--- config.mk ---
export PLATFORM = sky130hd
export DESIGN_NAME = ballot_collector_flat
export DESIGN_NICKNAME = d
export VERILOG_FILES = /design/src/rtl/ballot_collector_if.sv /design/src/rtl/ballot_collector.sv /design/src/flat_wrapper.sv
export SDC_FILE = /design/constraint.sdc
export NUM_CORES = 1
export LEC_CHECK = 0
export ABC_AREA = 0
export CORE_UTILIZATION = 43
export CTS_CLUSTER_SIZE = 8
export DETAILED_ROUTE_END_ITERATION = 12
export GPL_ROUTABILITY_DRIVEN = 0
export GPL_TIMING_DRIVEN = 0
export PLACE_DENSITY = 0.8
export SYNTH_ARGS = -nofsm -noshare
export SYNTH_HDL_FRONTEND = slang
export SYNTH_SLANG_ARGS = --single-unit
--- constraint.sdc ---
create_clock -name clk -period 2.5 [get_ports clk]
set_input_delay 0.25 -clock clk [delete_from_list [all_inputs] [get_ports clk]]
set_output_delay 0.25 -clock clk [all_outputs]
set_load 0.02 [all_outputs]
--- src/rtl/ballot_collector_if.sv ---
// Bundle between the ballot collector and its voters / downstream consumer.
// slave = the collector, master = whoever drives votes and accepts ballots.
interface ballot_collector_if #(
  parameter int N_VOTERS = 3
);
  localparam int YES_W = $clog2(N_VOTERS + 1);

  logic                start;
  logic [N_VOTERS-1:0] vote_valid;
  logic [N_VOTERS-1:0] vote_val;
  logic                busy;
  logic [N_VOTERS-1:0] voted;
  logic [N_VOTERS-1:0] ballot;
  logic [YES_W-1:0]    yes_cnt;
  logic                result;
  logic                timed_out;
  // Handshake: a ballot transfers in any cycle where ballot_valid and
  // ballot_ready are both high. Once raised, ballot_valid stays high and
  // ballot/voted/yes_cnt/result/timed_out stay stable until that transfer;
  // ballot_ready may be driven freely and is ignored while ballot_valid is low.
  logic                ballot_valid;
  logic                ballot_ready;

  modport master (
    output start, vote_valid, vote_val, ballot_ready,
    input  busy, voted, ballot, yes_cnt, result, ballot_valid, timed_out
  );

  modport slave (
    input  start, vote_valid, vote_val, ballot_ready,
    output busy, voted, ballot, yes_cnt, result, ballot_valid, timed_out
  );
endinterface

--- src/rtl/ballot_collector.sv ---
// Collects first-vote-wins ballots per session and hands them to the majority consumer.
// Optional session timeout is compiled in with `define VOTE_TIMEOUT_EN.
module ballot_collector #(
  parameter int N_VOTERS    = 3,
  parameter int TIMEOUT_CYC = 1000,
  parameter int CNT_W       = 10
) (
  input  logic              clk,
  input  logic              rst,
  ballot_collector_if.slave bus,
  output logic [1:0]        o_dbg_state
);
  localparam int YES_W = $clog2(N_VOTERS + 1);

  typedef enum logic [1:0] {
    S_IDLE    = 2'd0,
    S_COLLECT = 2'd1,
    S_DONE    = 2'd2
  } state_t;

  if ((64'd1 << CNT_W) <= 64'(TIMEOUT_CYC)) begin : g_cnt_w_check
    $error("ballot_collector: CNT_W too narrow for TIMEOUT_CYC");
  end

  state_t              r_state;
  logic                r_busy;
  logic                r_ballot_valid;
  logic                r_timed_out;
  logic                r_result;
  logic [N_VOTERS-1:0] r_voted;
  logic [N_VOTERS-1:0] r_ballot;
  logic [YES_W-1:0]    r_yes_cnt;

  logic [N_VOTERS-1:0] w_accept;
  logic [N_VOTERS-1:0] w_voted_nxt;
  logic [N_VOTERS-1:0] w_ballot_nxt;
  logic [YES_W-1:0]    w_yes_nxt;
  logic                w_result_nxt;
  logic                w_all_voted;
  logic                w_timeout;

  // Only voters without a latched vote are accepted; unvoted ballot bits are
  // always 0, so OR-ing in the new values is enough.
  assign w_accept     = bus.vote_valid & ~r_voted;
  assign w_voted_nxt  = r_voted | w_accept;
  assign w_ballot_nxt = r_ballot | (bus.vote_val & w_accept);
  assign w_all_voted  = &w_voted_nxt;

  // Count from the post-edge ballot so yes_cnt/result are already right in
  // the first DONE cycle.
  always_comb begin
    w_yes_nxt = '0;
    for (int i = 0; i < N_VOTERS; i++) begin
      w_yes_nxt = w_yes_nxt + YES_W'(w_ballot_nxt[i]);
    end
  end

  assign w_result_nxt = (32'(w_yes_nxt) > 32'(N_VOTERS / 2));

`ifdef VOTE_TIMEOUT_EN
  logic [CNT_W-1:0] r_cnt;

  always_ff @(posedge clk) begin
    if (rst) begin
      r_cnt <= '0;
    end else if (r_state == S_COLLECT) begin
      r_cnt <= r_cnt + CNT_W'(1);
    end else if (r_state == S_IDLE) begin
      r_cnt <= '0;
    end
  end

  assign w_timeout = (r_cnt == CNT_W'(TIMEOUT_CYC - 1));
`else
  assign w_timeout = 1'b0;
`endif

  always_ff @(posedge clk) begin
    if (rst) begin
      r_state        <= S_IDLE;
      r_busy         <= 1'b0;
      r_ballot_valid <= 1'b0;
      r_timed_out    <= 1'b0;
      r_result       <= 1'b0;
      r_voted        <= '0;
      r_ballot       <= '0;
      r_yes_cnt      <= '0;
    end else begin
      case (r_state)
        S_IDLE: begin
          if (bus.start) begin
            r_state     <= S_COLLECT;
            r_busy      <= 1'b1;
            r_timed_out <= 1'b0;
            r_result    <= 1'b0;
            r_voted     <= '0;
            r_ballot    <= '0;
            r_yes_cnt   <= '0;
          end
        end
        S_COLLECT: begin
          r_voted   <= w_voted_nxt;
          r_ballot  <= w_ballot_nxt;
          r_yes_cnt <= w_yes_nxt;
          r_result  <= w_result_nxt;
          // A complete ballot beats a timeout landing on the same edge.
          if (w_all_voted) begin
            r_state        <= S_DONE;
            r_ballot_valid <= 1'b1;
          end else if (w_timeout) begin
            r_state        <= S_DONE;
            r_ballot_valid <= 1'b1;
            r_timed_out    <= 1'b1;
          end
        end
        S_DONE: begin
          if (bus.ballot_ready) begin
            r_state        <= S_IDLE;
            r_busy         <= 1'b0;
            r_ballot_valid <= 1'b0;
          end
        end
        default: begin
          r_state        <= S_IDLE;
          r_busy         <= 1'b0;
          r_ballot_valid <= 1'b0;
        end
      endcase
    end
  end

  assign bus.busy         = r_busy;
  assign bus.voted        = r_voted;
  assign bus.ballot       = r_ballot;
  assign bus.yes_cnt      = r_yes_cnt;
  assign bus.result       = r_result;
  assign bus.ballot_valid = r_ballot_valid;
  assign bus.timed_out    = r_timed_out;
  assign o_dbg_state      = r_state;
endmodule

--- src/flat_wrapper.sv ---
// flat-port wrapper written by rule: the top's interface ports become plain ports
module ballot_collector_flat 
#(
  parameter int N_VOTERS    = 3,
  parameter int TIMEOUT_CYC = 1000,
  parameter int CNT_W       = 10
)
  (clk, rst, o_dbg_state, bus_start, bus_vote_valid, bus_vote_val, bus_ballot_ready, bus_busy, bus_voted, bus_ballot, bus_yes_cnt, bus_result, bus_ballot_valid, bus_timed_out);
  ballot_collector_if #(.N_VOTERS(N_VOTERS)) bus_i ();
  input  logic clk;
  input  logic rst;
  output logic [1:0] o_dbg_state;
  input wire logic [$bits(bus_i.start)-1:0] bus_start;
  input wire logic [$bits(bus_i.vote_valid)-1:0] bus_vote_valid;
  input wire logic [$bits(bus_i.vote_val)-1:0] bus_vote_val;
  input wire logic [$bits(bus_i.ballot_ready)-1:0] bus_ballot_ready;
  output wire logic [$bits(bus_i.busy)-1:0] bus_busy;
  output wire logic [$bits(bus_i.voted)-1:0] bus_voted;
  output wire logic [$bits(bus_i.ballot)-1:0] bus_ballot;
  output wire logic [$bits(bus_i.yes_cnt)-1:0] bus_yes_cnt;
  output wire logic [$bits(bus_i.result)-1:0] bus_result;
  output wire logic [$bits(bus_i.ballot_valid)-1:0] bus_ballot_valid;
  output wire logic [$bits(bus_i.timed_out)-1:0] bus_timed_out;
  assign bus_i.start = bus_start;
  assign bus_i.vote_valid = bus_vote_valid;
  assign bus_i.vote_val = bus_vote_val;
  assign bus_i.ballot_ready = bus_ballot_ready;
  assign bus_busy = bus_i.busy;
  assign bus_voted = bus_i.voted;
  assign bus_ballot = bus_i.ballot;
  assign bus_yes_cnt = bus_i.yes_cnt;
  assign bus_result = bus_i.result;
  assign bus_ballot_valid = bus_i.ballot_valid;
  assign bus_timed_out = bus_i.timed_out;
  ballot_collector #(.N_VOTERS(N_VOTERS), .TIMEOUT_CYC(TIMEOUT_CYC), .CNT_W(CNT_W)) u_core (.clk(clk), .rst(rst), .bus(bus_i), .o_dbg_state(o_dbg_state));
endmodule
==> results.yml, run 1 <==
final_layout:
  utilization_pct: 71.58
  stdcell_count: 102
  n_antenna_cell: 0
  drive_gt1_share_pct: 14.77
  final_nets: 101
  nFillCells: 106
  areaGrowthSynthToFinish_pct: 45.02
placed_design:
  place_inst: 99
  dp_hpwl_um: 937.6
  numPortBuffers: 22
synthesis:
  synth-main-ff-cell: "dfxtp_1"
  synth_fa_ha_area_share_pct: 3.463
  synth_xor_area_share_pct: 0
  synth_nets: 74
  postSynthCellCount: 63
  syn_area_um2: 578.1
  yosysUniqueCellTypes: 22
  synth_compound_area_share_pct: 27.71
  yosysSeqAreaShare_pct: 41.56
  synth_edf_count: 0
  synth.avg_cell_area_um2: 9.175
  synthSimpleGateAreaFrac_pct: 19.48
  ys_ff_latch: 12
  synth_top_family_by_area: "compound AO/OA/AOI/OAI gates"
  async_reset_ff_share_pct: 0
  synth.mux.area_fraction_pct: 0
  ys_warn_count: 0
sta:
  fin_tns_setup_ns: 0
  fmax_ghz: 0.5992
  setup_viol: 0
  timing_hold_violations_final: 0
  holdWs_ns: 0.4974
  maxSlewViolCount: 0
  period_needed_ns: 1.669
  finClkSkew_ns: 0.001914
  period_share_pct: 66.75
  rsz0062_at_grt: "no"
clock_tree:
  cts_hold_buf: 0
  post-cts-setup-buffer-count: 0
  cts-htree-levels: 1
  cts-root-buf: "clkbuf_4"
  clockBufferDepth: 2
  cts.sinks: 12
  clkTransAtPathRegs_ns: 0.07
  numCtsBuffers: 3
  clk_latency_ns: 0.26
  cts_resized: 0
  cts_tree: "yes"
floorplanning:
  coreArea_mm2: 0.001171
  rows: 12
  die_area_mm2: 0.001495
  pin_count: 24
  die_w_um: 38.67
  start_util_pct: 49.36
  dieHeight_um: 38.67
power:
  intPower_mw: 0.3161
  clockPowerShare_pct: 26.0
  p_leak_nw: 0.3140
  power_density_mw_per_mm2: 519.5
  seqPwrFrac_pct: 48.5
  total_power_mw: 0.4355
  combinationalPowerShare_pct: 25.5
  p_sw_mw: 0.1194
  switching_share_pct: 27.42
  ir_drop_mv: 0.2784
grt:
  grt_pass1_vias: 448
  grt_start_max_net_pins: 11
  grt_pass1_wl_um: 1911
  groute.usage.overall_pct: 18.55
  antenna_found_initial: 0
  overflow: 0
worst_setup_path:
  max_stage_delay_ns: 0.67
  cp.arrival_ns: 1.42
  path_class: "reg -> out"
  cpLargestDelayFamily: "buffers and inverters"
  start_kind: "flip-flop"
  path_max_fanout: 10
  path_cells: "clkdlybuf4s50_1"
  crit_path_end_kind: "output pin"
  rr_endpoint: "u_core.bus.yes_cnt[0]"
  ff2ff_setup_slack_ns: 0.97
  worstPathRequired_ns: 2.25
  ff2ff_path_depth: 5
  critPathSlowestCell: "clkdlybuf4s50_1"
  reg2reg_from: "u_core.bus.voted[1]"
  worst-path-buf-inv: 1
hold_path:
  hold_depth: 2
  hp-start: "u_core.bus.busy"
  hold_class: "reg -> reg"
  hold_end: "u_core.bus.busy"
run_status:
  status: "finished, final reports clean"
job:
  maxCapViolCount: 0
drt:
  drtIter0Drc: 2
  first_pass_iters: 3
  viasPerCell: 5.147
  vias: 525
  drc: 0
  wirelength_um: 1235
  drtAntennaViolNets: 0
  avgRoutedWirePerCell_um: 12.11
[power groups by stage]
stage	Combinational [mW]	Sequential [mW]	Clock [mW]
after CTS	0.112	0.211	0.116
after floorplan	0.0500	0.228	0
after global routing	0.120	0.213	0.128
after global placement	0.110	0.215	0
final	0.111	0.211	0.113
after detailed placement	0.111	0.216	0
[logic make-up after synthesis]
kind of cell,count (synthesis)
fa+ha+maj,1
flops,12
other cells,1
buf+inv,8
simple gates,18
compound gates,23
[per-stage QoR]
stage	setup WS, ns	area, um2
after floorplan	0.9860	578.1
after global placement	0.6484	815.8
after detailed placement	0.6395	815.8
after CTS	0.8302	838.3
after global routing	0.7820	838.3
final	0.8312	838.3
[cell usage in the layout (no fill, tap or decap), drive strengths merged]
cell	synthesis	routed
clkdlybuf4s50	0	22
dfxtp	12	12
o21ai	8	8
a21oi	5	5
inv	4	4
nand2	4	4
nor2	4	4
clkbuf	1	4
a31oi	3	3
nor2b	3	3
buf	3	3
a2bb2oi	3	3
nand3b	3	3
nand2b	2	2
o21bai	1	1
o22a	1	1
o211a	1	1
nor3	1	1
o2111ai	1	1
or2	1	1
fa	1	1
conb	1	1
[synth_stat cells (all sizes together) (2+ instances only)]
| library cell | instances | area [um2] |
|---|---|---|
| nand2 | 4 | 15.01 |
| o21ai | 8 | 51.30 |
| nor2b | 3 | 18.77 |
| a2bb2oi | 3 | 26.28 |
| a21oi | 5 | 25.02 |
| dfxtp | 12 | 240.2 |
| buf | 3 | 22.52 |
| nor2 | 4 | 15.01 |
| inv | 4 | 15.01 |
| a31oi | 3 | 18.77 |
| nand2b | 2 | 27.53 |
| nand3b | 3 | 22.52 |
[sequential cells by signal, summed over array words and instances (netlist names)]
| signal | cells |
|---|---|
| u_core.bus.ballot | 3 |
| u_core.bus.ballot_valid | 1 |
| u_core.bus.busy | 1 |
| u_core.bus.result | 1 |
| u_core.bus.voted | 3 |
| u_core.bus.yes_cnt | 1 |
| u_core.o_dbg_state | 2 |
[per-layer routing]
metal,track usage (%),vias up,wire [um]
met5,0,-,0
li1,-,268,-
met2,27.92,15,550
met4,7.759,0,10
met3,3.468,2,72
met1,25.62,240,602
[layout make-up]
| type | count | area (um2) | area share [%] |
|---|---|---|---|
| multi-input combinational | 43 | 296.5 | 35.37 |
| clock buffer | 3 | 22.52 | 2.687 |
| inverter | 4 | 15.01 | 1.791 |
| buffer | 4 | 26.28 | 3.134 |
| timing repair buffer | 22 | 220.2 | 26.27 |
| sequential | 12 | 240.2 | 28.66 |
| tap | 14 | 17.52 | 2.090 |
[worst max path at each step]
| stage | startpoint | end | slack, ns | depth (start not counted) |
|---|---|---|---|---|
| 4_1_cts | u_core.o_dbg_state[1] | o_dbg_state[1] | 0.83 | 1 |
| 2_1_floorplan | u_core.bus.voted[2] | u_core.bus.yes_cnt[0] | 0.99 | 5 |
| 6_report | u_core.o_dbg_state[1] | o_dbg_state[1] | 0.83 | 1 |
| 5_1_grt | u_core.o_dbg_state[1] | o_dbg_state[1] | 0.78 | 1 |
| 3_5_place_dp | bus_vote_valid[0] | u_core.bus.yes_cnt[0] | 0.64 | 5 |
| 3_3_place_gp | bus_vote_valid[0] | u_core.bus.yes_cnt[0] | 0.65 | 5 |
No activity file was read; power rests on OpenSTA's default activity.
==> run 2, diff against run 1 <==
- CORE_UTILIZATION: 43 -> 36
- PLACE_DENSITY: 0.8 -> 0.72
- clock period: 2.5 -> 1.43 ns (I/O delays scaled with it)
==> run 2 against run 1 <==
  * Sequential cell count unchanged
  * Clock-buffer cell count unchanged
  * Total power increased by 78%
  * Clock power increased by 80%
  * Critical path depth increased by 4
  * Die area increased by 18%
  * Combinational power increased by 80%
  * Cell area increased by 5.4%
  * Non-clock buffer count unchanged
  * Core utilization decreased by 13 points
  * Wire length increased by 0.16%
  * First-iteration DRC count increased to 3.0 times the previous value
==> results.yml, run 2 (synthesis results as in run 1) <==
floorplanning:
  rows: 14
  pin_count: 24
  die_area_mm2: 0.001770
  die_w_um: 42.07
  start_util_pct: 38.37
  dieHeight_um: 42.07
  coreArea_mm2: 0.001506
power:
  total_power_mw: 0.7743
  ir_drop_mv: 0.4845
  power_density_mw_per_mm2: 876.5
  p_leak_nw: 0.4065
grt:
  grt_pass1_wl_um: 1952
  antenna_found_initial: 0
  grt_start_max_net_pins: 11
  grt_pass1_vias: 439
  overflow: 0
  groute.usage.overall_pct: 15.21
final_layout:
  final_nets: 101
  n_antenna_cell: 0
  nFillCells: 135
  final_cell_mix: "clkdlybuf4s50_1, dfxtp_1, o21ai_0, a21oi_1, dlymetal6s2s_1"
  drive_gt1_share_pct: 22.73
  final_common_cell: "clkdlybuf4s50_1"
  fin_area_um2: 883.3
  stdcell_count: 104
  areaGrowthSynthToFinish_pct: 52.81
clock_tree:
  cts_tree: "yes"
  cts-htree-levels: 1
  clkTransAtPathRegs_ns: 0.07
  clk_latency_ns: 0.27
  clockBufferDepth: 2
  cts_hold_buf: 0
  numCtsBuffers: 3
  cts.sinks: 12
  cts-root-buf: "clkbuf_4"
sta:
  rsz0062_at_grt: "yes"
  timing_hold_violations_final: 0
  holdWs_ns: 0.3076
  fmax_ghz: 0.7067
  maxSlewViolCount: 0
  setup_viol: 0
  finClkSkew_ns: 0.004070
  period_needed_ns: 1.415
  period_share_pct: 98.96
worst_setup_path:
  worstPathRequired_ns: 1.58
  reg2reg_from: "u_core.bus.voted[0]"
  setup.worst_path.end: "u_core.bus.yes_cnt[0]"
  ff2ff_path_depth: 5
  start_kind: "flip-flop"
  crit_path_end_kind: "flip-flop"
  crit_path_start: "u_core.bus.voted[0]"
  rr_endpoint: "u_core.bus.yes_cnt[0]"
  path_class: "reg -> reg"
  path_max_fanout: 5
  ff2ff_setup_slack_ns: 0.01
  cp.arrival_ns: 1.56
drt:
  viasPerCell: 5.269
  wirelength_um: 1237
  drtAntennaViolNets: 0
  avgRoutedWirePerCell_um: 11.89
  first_pass_iters: 5
  drtIter0Drc: 6
  vias: 548
  drc: 0
placed_design:
  dp_hpwl_um: 912.6
  place_inst: 101
  postPlaceCellArea_um2: 828.3
  numPortBuffers: 22
hold_path:
  hold_class: "in -> reg"
run_status:
  status: "finished, final reports clean"
job:
  maxCapViolCount: 0
[run 2: cell count changes in the layout (fill, tap and decap cells not counted), sizes merged]
cell	before	now
clkdlybuf4s50	22	15
dlygate4sd2	0	2
dlymetal6s2s	0	5
[run 2: metal layers]
metal	wire length, um	track usage (%)	vias up
li1	-	-	270
met1	570	20.87	251
met2	531	20.00	22
met3	85	3.017	5
met4	50	13.13	0
met5	0	0	-
[run 2: report_power, final]
group          switching [mW]  internal, mW  leakage (nW)
Sequential             0.0160         0.355        0.0998
Clock                   0.106        0.0975        0.0138
Combinational          0.0953         0.105         0.293
Total                   0.217         0.557         0.407
[run 2: critical path, cell delays in order, from the launching register on]
cell and delay, ns:
dfxtp_2 0.34, inv_1 0.08, a31oi_4 0.10, fa_1 0.56, a2bb2oi_1 0.16, nor2_1 0.05
[run 2: how the worst min path moves through the flow]
stage	slack (ns)	cells past startpoint	endpoint	from
6_report	0.31	3	u_core.bus.ballot[0]	bus_vote_valid[0]
3_3_place_gp	0.47	2	u_core.bus.ballot_valid	u_core.bus.ballot_valid
4_1_cts	0.48	2	u_core.bus.voted[0]	u_core.bus.voted[0]
3_5_place_dp	0.47	2	u_core.bus.voted[0]	u_core.bus.voted[0]
2_1_floorplan	0.32	3	u_core.o_dbg_state[1]	bus_ballot_ready
5_1_grt	0.36	3	u_core.bus.ballot[0]	bus_vote_valid[0]
[run 2: area by class of cell]
cell class | instances | area [um2] | share of cell area, %
buffer | 4 | 26.28 | 2.975
sequential | 12 | 245.2 | 27.76
multi-input combinational | 43 | 324.1 | 36.69
timing repair buffer | 22 | 230.2 | 26.06
clock buffer | 3 | 22.52 | 2.550
tap | 16 | 20.02 | 2.266
inverter | 4 | 15.01 | 1.700
[run 2: metrics by stage]
step / setup TNS, ns / setup WS (ns) / util (%)
floorplan: 0 / 0.007046 / -
global placement: -0.4350 / -0.3225 / 54.98
detailed placement: -0.3899 / -0.2849 / 54.98
CTS: 0 / 0.006895 / 57.23
global route: -0.05906 / -0.05906 / 58.64
finish: 0 / 0.01490 / 58.64
[run 2: timing repair]
item / in CTS / in global routing
resized for setup: 5 / 6
setup buffers: 0 / 0
endpoints found under the setup margin: 3 / 5
